==> config.mk <==
export PLATFORM = sky130hd
export DESIGN_NAME = move_sequencer
export DESIGN_NICKNAME = d
export VERILOG_FILES = /design/src/rtl/move_pkg.sv /design/src/rtl/repeat_timer.sv /design/src/rtl/move_sequencer.sv
export SDC_FILE = /design/constraint.sdc
export NUM_CORES = 1
export LEC_CHECK = 0
export ABC_AREA = 1
export BUFFER_PORTS_ARGS = -buffer_cell sky130_fd_sc_hd__buf_2
export CAP_MARGIN = 20
export CORE_AREA = 5 5 123 96
export DETAILED_ROUTE_END_ITERATION = 8
export DIE_AREA = 0 0 128 101
export HOLD_SLACK_MARGIN = 0.06
export PLACE_DENSITY_LB_ADDON = 0.3
export SLEW_MARGIN = 20
export SYNTH_ARGS = -nofsm -noshare
export SYNTH_HDL_FRONTEND = slang
export SYNTH_SLANG_ARGS = --single-unit
==> constraint.sdc <==
create_clock -name clk -period 1.9 [get_ports clk]
set_input_delay 0.095 -clock clk [delete_from_list [all_inputs] [get_ports clk]]
set_output_delay 0.095 -clock clk [all_outputs]
set_load 0.02 [all_outputs]
==> src/rtl/move_pkg.sv <==
// Shared definitions for the move sequencer: FSM state encoding, direction
// indices into the 4-bit direction vectors, and the priority picker.
package move_pkg;

  typedef enum logic [1:0] {
    IDLE   = 2'd0,
    ISSUE  = 2'd1,
    SETTLE = 2'd2,
    LOCK   = 2'd3
  } seqState_t;

  localparam int unsigned DIR_W     = 4;
  // Index order doubles as priority order: lowest index wins.
  localparam int unsigned DIR_DOWN  = 0;
  localparam int unsigned DIR_LEFT  = 1;
  localparam int unsigned DIR_RIGHT = 2;
  localparam int unsigned DIR_UP    = 3;

  // One-hot of the lowest set bit (down > left > right > up).
  function automatic logic [DIR_W-1:0] pickHighest(input logic [DIR_W-1:0] v);
    return v & (~v + DIR_W'(1));
  endfunction

endpackage

==> src/rtl/repeat_timer.sv <==
// Turns held-button levels into request pulses: one pulse per rising edge,
// plus auto-repeat for the highest-priority held button (first after
// REPEAT_DELAY cycles, then every REPEAT_RATE cycles).
// Ports: clk, rst (sync, active-high), held[3:0] button levels,
//        reqPulse_c[3:0] combinational one-cycle request pulses.
module repeat_timer
  import move_pkg::*;
#(
  parameter int unsigned REPEAT_DELAY = 15000000,
  parameter int unsigned REPEAT_RATE  = 5000000,
  parameter int unsigned CNT_W        = 26
) (
  input  logic             clk,
  input  logic             rst,
  input  logic [DIR_W-1:0] held,
  output logic [DIR_W-1:0] reqPulse_c
);

  logic [DIR_W-1:0] heldPrev;
  logic [CNT_W-1:0] repCnt;
  logic             inRate;
  logic             heldChanged;
  logic             cntHit;

  assign heldChanged = (held != heldPrev);
  assign cntHit = inRate ? (repCnt == CNT_W'(REPEAT_RATE - 1))
                         : (repCnt == CNT_W'(REPEAT_DELAY - 1));

  // Press edges for every button; repeat only for the top held one.
  always_comb begin
    reqPulse_c = held & ~heldPrev;
    if (!heldChanged && (held != '0) && cntHit) begin
      reqPulse_c = reqPulse_c | pickHighest(held);
    end
  end

  // Counter restarts whenever the held set changes or nothing is held.
  always_ff @(posedge clk) begin
    if (rst) begin
      heldPrev <= '0;
      repCnt   <= '0;
      inRate   <= 1'b0;
    end else begin
      heldPrev <= held;
      if (heldChanged || (held == '0)) begin
        repCnt <= '0;
        inRate <= 1'b0;
      end else if (cntHit) begin
        repCnt <= '0;
        inRate <= 1'b1;
      end else begin
        repCnt <= repCnt + CNT_W'(1);
      end
    end
  end

endmodule

==> src/rtl/move_sequencer.sv <==
// Arbitrates gravity and button move requests for the active piece and
// issues one registered move strobe at a time, or a lock strobe when
// gravity fires while down is not legal.
// Ports: clk, rst (sync, active-high); btn_* debounced buttons;
//        *Enable_i move-legal flags; pause freezes gravity and drops requests;
//        move_* one-cycle move strobes; lock_piece one-cycle landed strobe;
//        state_o current FSM state (debug).
module move_sequencer
  import move_pkg::*;
#(
  parameter int unsigned TICK_DIV     = 50000000,
  parameter int unsigned REPEAT_DELAY = 15000000,
  parameter int unsigned REPEAT_RATE  = 5000000,
  parameter int unsigned SETTLE_CYC   = 2,
  parameter int unsigned CNT_W        = 26
) (
  input  logic       clk,
  input  logic       rst,
  input  logic       btn_up,
  input  logic       btn_down,
  input  logic       btn_left,
  input  logic       btn_right,
  input  logic       upEnable_i,
  input  logic       downEnable_i,
  input  logic       leftEnable_i,
  input  logic       rightEnable_i,
  input  logic       pause,
  output logic       move_up,
  output logic       move_down,
  output logic       move_left,
  output logic       move_right,
  output logic       lock_piece,
  output logic [1:0] state_o
);

  localparam int unsigned SETTLE_W = $clog2(SETTLE_CYC + 1);

  seqState_t        state, stateNext;
  logic [DIR_W-1:0] btnVec, enVec, reqPulse_c, reqSet, reqLatch, reqClr;
  logic [DIR_W-1:0] selDir, selDirNext, moveReg, moveNext;
  logic             selGravity, selGravityNext;
  logic [SETTLE_W-1:0] settleCnt, settleNext;
  logic [CNT_W-1:0] gravCnt;
  logic             gravWrap, gravityPending, gravClr;
  logic             lockReg, lockNext;

  always_comb begin
    btnVec            = '0;
    btnVec[DIR_DOWN]  = btn_down;
    btnVec[DIR_LEFT]  = btn_left;
    btnVec[DIR_RIGHT] = btn_right;
    btnVec[DIR_UP]    = btn_up;
    enVec             = '0;
    enVec[DIR_DOWN]   = downEnable_i;
    enVec[DIR_LEFT]   = leftEnable_i;
    enVec[DIR_RIGHT]  = rightEnable_i;
    enVec[DIR_UP]     = upEnable_i;
  end

  repeat_timer #(
    .REPEAT_DELAY(REPEAT_DELAY),
    .REPEAT_RATE (REPEAT_RATE),
    .CNT_W       (CNT_W)
  ) uRepeat (
    .clk       (clk),
    .rst       (rst),
    .held      (btnVec),
    .reqPulse_c(reqPulse_c)
  );

  assign reqSet   = pause ? '0 : reqPulse_c;
  assign gravWrap = !pause && (gravCnt == CNT_W'(TICK_DIV - 1));

  // Gravity tick and pending flag; a new tick wins over a same-cycle clear.
  always_ff @(posedge clk) begin
    if (rst) begin
      gravCnt        <= '0;
      gravityPending <= 1'b0;
    end else begin
      if (gravWrap) begin
        gravCnt <= '0;
      end else if (!pause) begin
        gravCnt <= gravCnt + CNT_W'(1);
      end
      if (gravWrap) begin
        gravityPending <= 1'b1;
      end else if (gravClr) begin
        gravityPending <= 1'b0;
      end
    end
  end

  // Request latches merge repeats; a new request wins over a same-cycle clear.
  always_ff @(posedge clk) begin
    if (rst) begin
      reqLatch <= '0;
    end else begin
      reqLatch <= (reqLatch & ~reqClr) | reqSet;
    end
  end

  always_ff @(posedge clk) begin
    if (rst) begin
      state      <= IDLE;
      selGravity <= 1'b0;
      selDir     <= '0;
      settleCnt  <= '0;
      moveReg    <= '0;
      lockReg    <= 1'b0;
    end else begin
      state      <= stateNext;
      selGravity <= selGravityNext;
      selDir     <= selDirNext;
      settleCnt  <= settleNext;
      moveReg    <= moveNext;
      lockReg    <= lockNext;
    end
  end

  // Next-state and next-output logic; requests are consumed at selection.
  always_comb begin
    stateNext      = state;
    selGravityNext = selGravity;
    selDirNext     = selDir;
    settleNext     = settleCnt;
    moveNext       = '0;
    lockNext       = 1'b0;
    reqClr         = '0;
    gravClr        = 1'b0;
    case (state)
      IDLE: begin
        if (pause) begin
          reqClr  = '1;
          gravClr = 1'b1;
        end else if (gravityPending) begin
          // Gravity also absorbs a pending manual down: one move, not two.
          selGravityNext       = 1'b1;
          selDirNext           = '0;
          selDirNext[DIR_DOWN] = 1'b1;
          reqClr[DIR_DOWN]     = 1'b1;
          gravClr              = 1'b1;
          stateNext            = ISSUE;
        end else if (reqLatch != '0) begin
          selGravityNext = 1'b0;
          selDirNext     = pickHighest(reqLatch);
          reqClr         = pickHighest(reqLatch);
          stateNext      = ISSUE;
        end
      end
      ISSUE: begin
        if (selGravity && !downEnable_i) begin
          stateNext = LOCK;
        end else if ((selDir & enVec) != '0) begin
          moveNext   = selDir;
          settleNext = '0;
          stateNext  = SETTLE;
        end else begin
          stateNext = IDLE;
        end
      end
      LOCK: begin
        lockNext   = 1'b1;
        reqClr     = '1;
        gravClr    = 1'b1;
        settleNext = '0;
        stateNext  = SETTLE;
      end
      SETTLE: begin
        if (settleCnt == SETTLE_W'(SETTLE_CYC - 1)) begin
          stateNext = IDLE;
        end else begin
          settleNext = settleCnt + SETTLE_W'(1);
        end
      end
      default: stateNext = IDLE;
    endcase
  end

  assign move_down  = moveReg[DIR_DOWN];
  assign move_left  = moveReg[DIR_LEFT];
  assign move_right = moveReg[DIR_RIGHT];
  assign move_up    = moveReg[DIR_UP];
  assign lock_piece = lockReg;
  assign state_o    = state;

endmodule
==> flow_metrics.tcl <==
set metrics [dict create \
    n_antenna_cell 0 \
    p_clk_frac 0.453 \
    p_seq_frac 0.464 \
    min_period_over_period 0.903 \
    power.switching_w 0.000927 \
    tightest_slew_ns 0.453 \
    sw_frac_of_total 0.258 \
    hpwl_mm 6.04 \
    grt_pass1_wl_mm 14.3 \
    gr-total-overflow 0 \
    gp_congestion 0.872 \
    ir_drop_mv 0.493 \
    syn_inst 552 \
    synth.net_count 574 \
    die_y_um 101 \
    p_comb_frac 0.083 \
    max_freq_mhz 583 \
    setup_tns_ns 0 \
    cts_setup_buffers 0 \
    std_cell_rows 33 \
    area_growth_pct 16.7 \
    power_density_mw_per_mm2 793 \
    drv_slew 0 \
    ant_nets 0 \
    start_kind "flip-flop" \
    clkTransAtPathRegs_ns 0.06 \
    layout_commonest_cell "nand2_1" \
    dr_total_vias 3404 \
    syn_area_mm2 0.00388 \
    p_leak_nw 1.76 \
    fin_crit_ns 1.72 \
    initial_core_util 0.367 \
    crit_buf_inv 1 \
    cp_cell_sequence "ha_2 > nand3_4 > nor2_1 > nand2_1 > nor2_4 > nand2_2 > nand2_2 > inv_1 > and3_1" \
    cp_data_required_time_ns 2.13 \
    clockRootBuffer "clkbuf_16" \
    p_int_w 0.00266 \
    cts_inserted_buffers 9 \
    fp.dieArea_mm2 0.0129 \
    critical_path_arrival_ns 1.95 \
    skew_ns 0.00845 \
    cts.sinks 76 \
    avgSynthCellArea_um2 7.02 \
    clockBufferDepth 2 \
    status "completed" \
    clk_latency_ns 0.34 \
    mostFrequentLayoutCells "109 x nand2_1, 100 x nor2_1, 76 x inv_1, 76 x dfxtp_1, 31 x a21oi_1" \
    drive_above_1_share 0.115 \
    hold_violations 0 \
    drc 0 \
    hold_ws_ns 0.219 \
    grt_max_degree 23 \
    maxSlewHeadroom 0.696 \
    coreArea_mm2 0.0106 \
    routedWlPerCell_um 11.0 \
    die_w_um 128 \
    worst_hold_path_type "in -> reg" \
    maxCapViolCount 0 \
    ys_types 35 \
    crit_fanout 7 \
    htree_levels 3 \
    setup_viol 0 \
    ys_ff_latch 76 \
    drtIter0Drc 236 \
    grt_usage 0.137 \
    criticalPathCategory "reg -> reg" \
    grt_pass1_vias 3109 \
    nNetsFinal 609 \
    synth_seq_area_share 0.393 \
    ios 18 \
    antenna_found_initial 0 \
    portBuffers 17 \
    dr.pass1.iters 4 \
    worstSetupEndpointType "flip-flop" \
    vias_per_cell 4.65 \
    p_total_w 0.00359 \
    path_delay_family "simple AND/OR/NAND/NOR gates" \
    yosys_warnings 0 \
    wirelength_mm 8.04 \
    cts_tree "built" \
    cp_common_cell "nand2_2" \
    slowest_stage "dfxtp_1" \
    grt_setup_unrepaired "no" \
    slowest_delay_ns 0.38 \
]
==> per-layer routing <==
layer	vias to the layer above	wire length [µm]	track usage
li1	1821	-	-
met1	1518	4410	0.195
met2	59	3180	0.195
met3	6	350	0.0429
met4	0	97	0.0424
met5	-	0	0
==> worst register-to-register path, stage by stage, from the launching register on <==
cell and delay, ns:
dfxtp_1 0.38, ha_2 0.24, nand3_4 0.10, nor2_1 0.12, nand2_1 0.12, nor2_4 0.17, nand2_2 0.08, nand2_2 0.10
inv_1 0.12, and3_1 0.20
==> through the flow <==
stage,setup slack (ns),area [µm²],instances,util
after floorplan,0.333,3880,552,-
after global placement,0.220,4160,708,0.393
after detailed placement,0.145,4160,708,0.393
after CTS,0.133,4520,732,0.428
after global routing,0.0140,4520,732,0.428
final,0.184,4520,732,0.428
==> cells in the mapped netlist <==
master    count  share of area
nand2_1     109           0.11
xnor2_1       6          0.014
nand3_2       3         0.0077
a21oi_1      31          0.040
xor2_1       15          0.034
inv_2         2         0.0019
o21bai_1      1         0.0019
nor3_4        2         0.0084
nand4_1      16          0.026
dfxtp_1      76           0.39
nand2_2       5         0.0081
a22o_1        1         0.0023
nor2_4        3         0.0087
nand3_4       1         0.0045
nor3b_1       1         0.0019
or2_2         4         0.0065
nand3_1      25          0.032
nand3b_1      1         0.0019
nor3_2        3         0.0077
clkbuf_1      1        0.00097
nor3b_2       1         0.0032
buf_2         3         0.0039
a22oi_1       1         0.0019
inv_1        76          0.074
nor2_2        5         0.0081
nor3_1       18          0.023
or2_0         1         0.0016
o21ai_0      21          0.027
o21a_1        3         0.0058
a211oi_1      1         0.0019
a21boi_0      1         0.0019
buf_6         2         0.0058
and3_1        2         0.0032
nor2_1      100          0.097
ha_1         11          0.036
==> sequential cells by signal, indices dropped and copies added (netlist names) <==
name	cells
gravCnt	26
uRepeat.repCnt	26
moveReg	4
reqLatch	4
selDir	4
uRepeat.heldPrev	4
settleCnt	2
state_o	2
gravityPending	1
lock_piece	1
selGravity	1
uRepeat.inRate	1
==> timing repair <==
action,4_1_cts,5_1_grt
endpoints found under the setup margin,0,2
hold buffers,8,0
hold endpoints to repair,7,0
gates resized for setup,0,1
==> path summary, 6_finish.rpt <==
path / from / to / slack [ns] / cells past startpoint
min reg2reg: uRepeat.repCnt[25]$_SDFF_PP0_ / uRepeat.repCnt[25]$_SDFF_PP0_ / 0.46 / 2
min: downEnable_i / moveReg[2]$_SDFF_PP0_ / 0.22 / 5
max: uRepeat.repCnt[0]$_SDFF_PP0_ / uRepeat.repCnt[18]$_SDFF_PP0_ / 0.18 / 9
max reg2reg: uRepeat.repCnt[0]$_SDFF_PP0_ / uRepeat.repCnt[18]$_SDFF_PP0_ / 0.18 / 9
==> area by class of cell <==
type	instances	area (µm²)
clock buffer	9	225
clock inverter	7	58.8
fill	1076	6050
inverter	78	293
multi-input combinational	392	2020
sequential	76	1520
tap	140	175
timing repair buffer	30	228
==> power by group through the flow <==
| stage | registers (W) | clock network (W) | logic, W |
|---|---|---|---|
| after floorplan | 0.00170 | 0 | 0.000202 |
| after global placement | 0.00170 | 0 | 0.000279 |
| after detailed placement | 0.00170 | 0 | 0.000286 |
| after CTS | 0.00166 | 0.00167 | 0.000300 |
| after global routing | 0.00167 | 0.00176 | 0.000355 |
| final | 0.00166 | 0.00163 | 0.000298 |
==> cell families after synthesis <==
logic type,after synthesis,share of synthesized area
simple gates,300,0.355
fa+ha+maj,11,0.0355
flops,76,0.393
xor+xnor,21,0.0475
compound gates,60,0.0830
buf+inv,84,0.0862
Power figures use the tool's default switching activity.
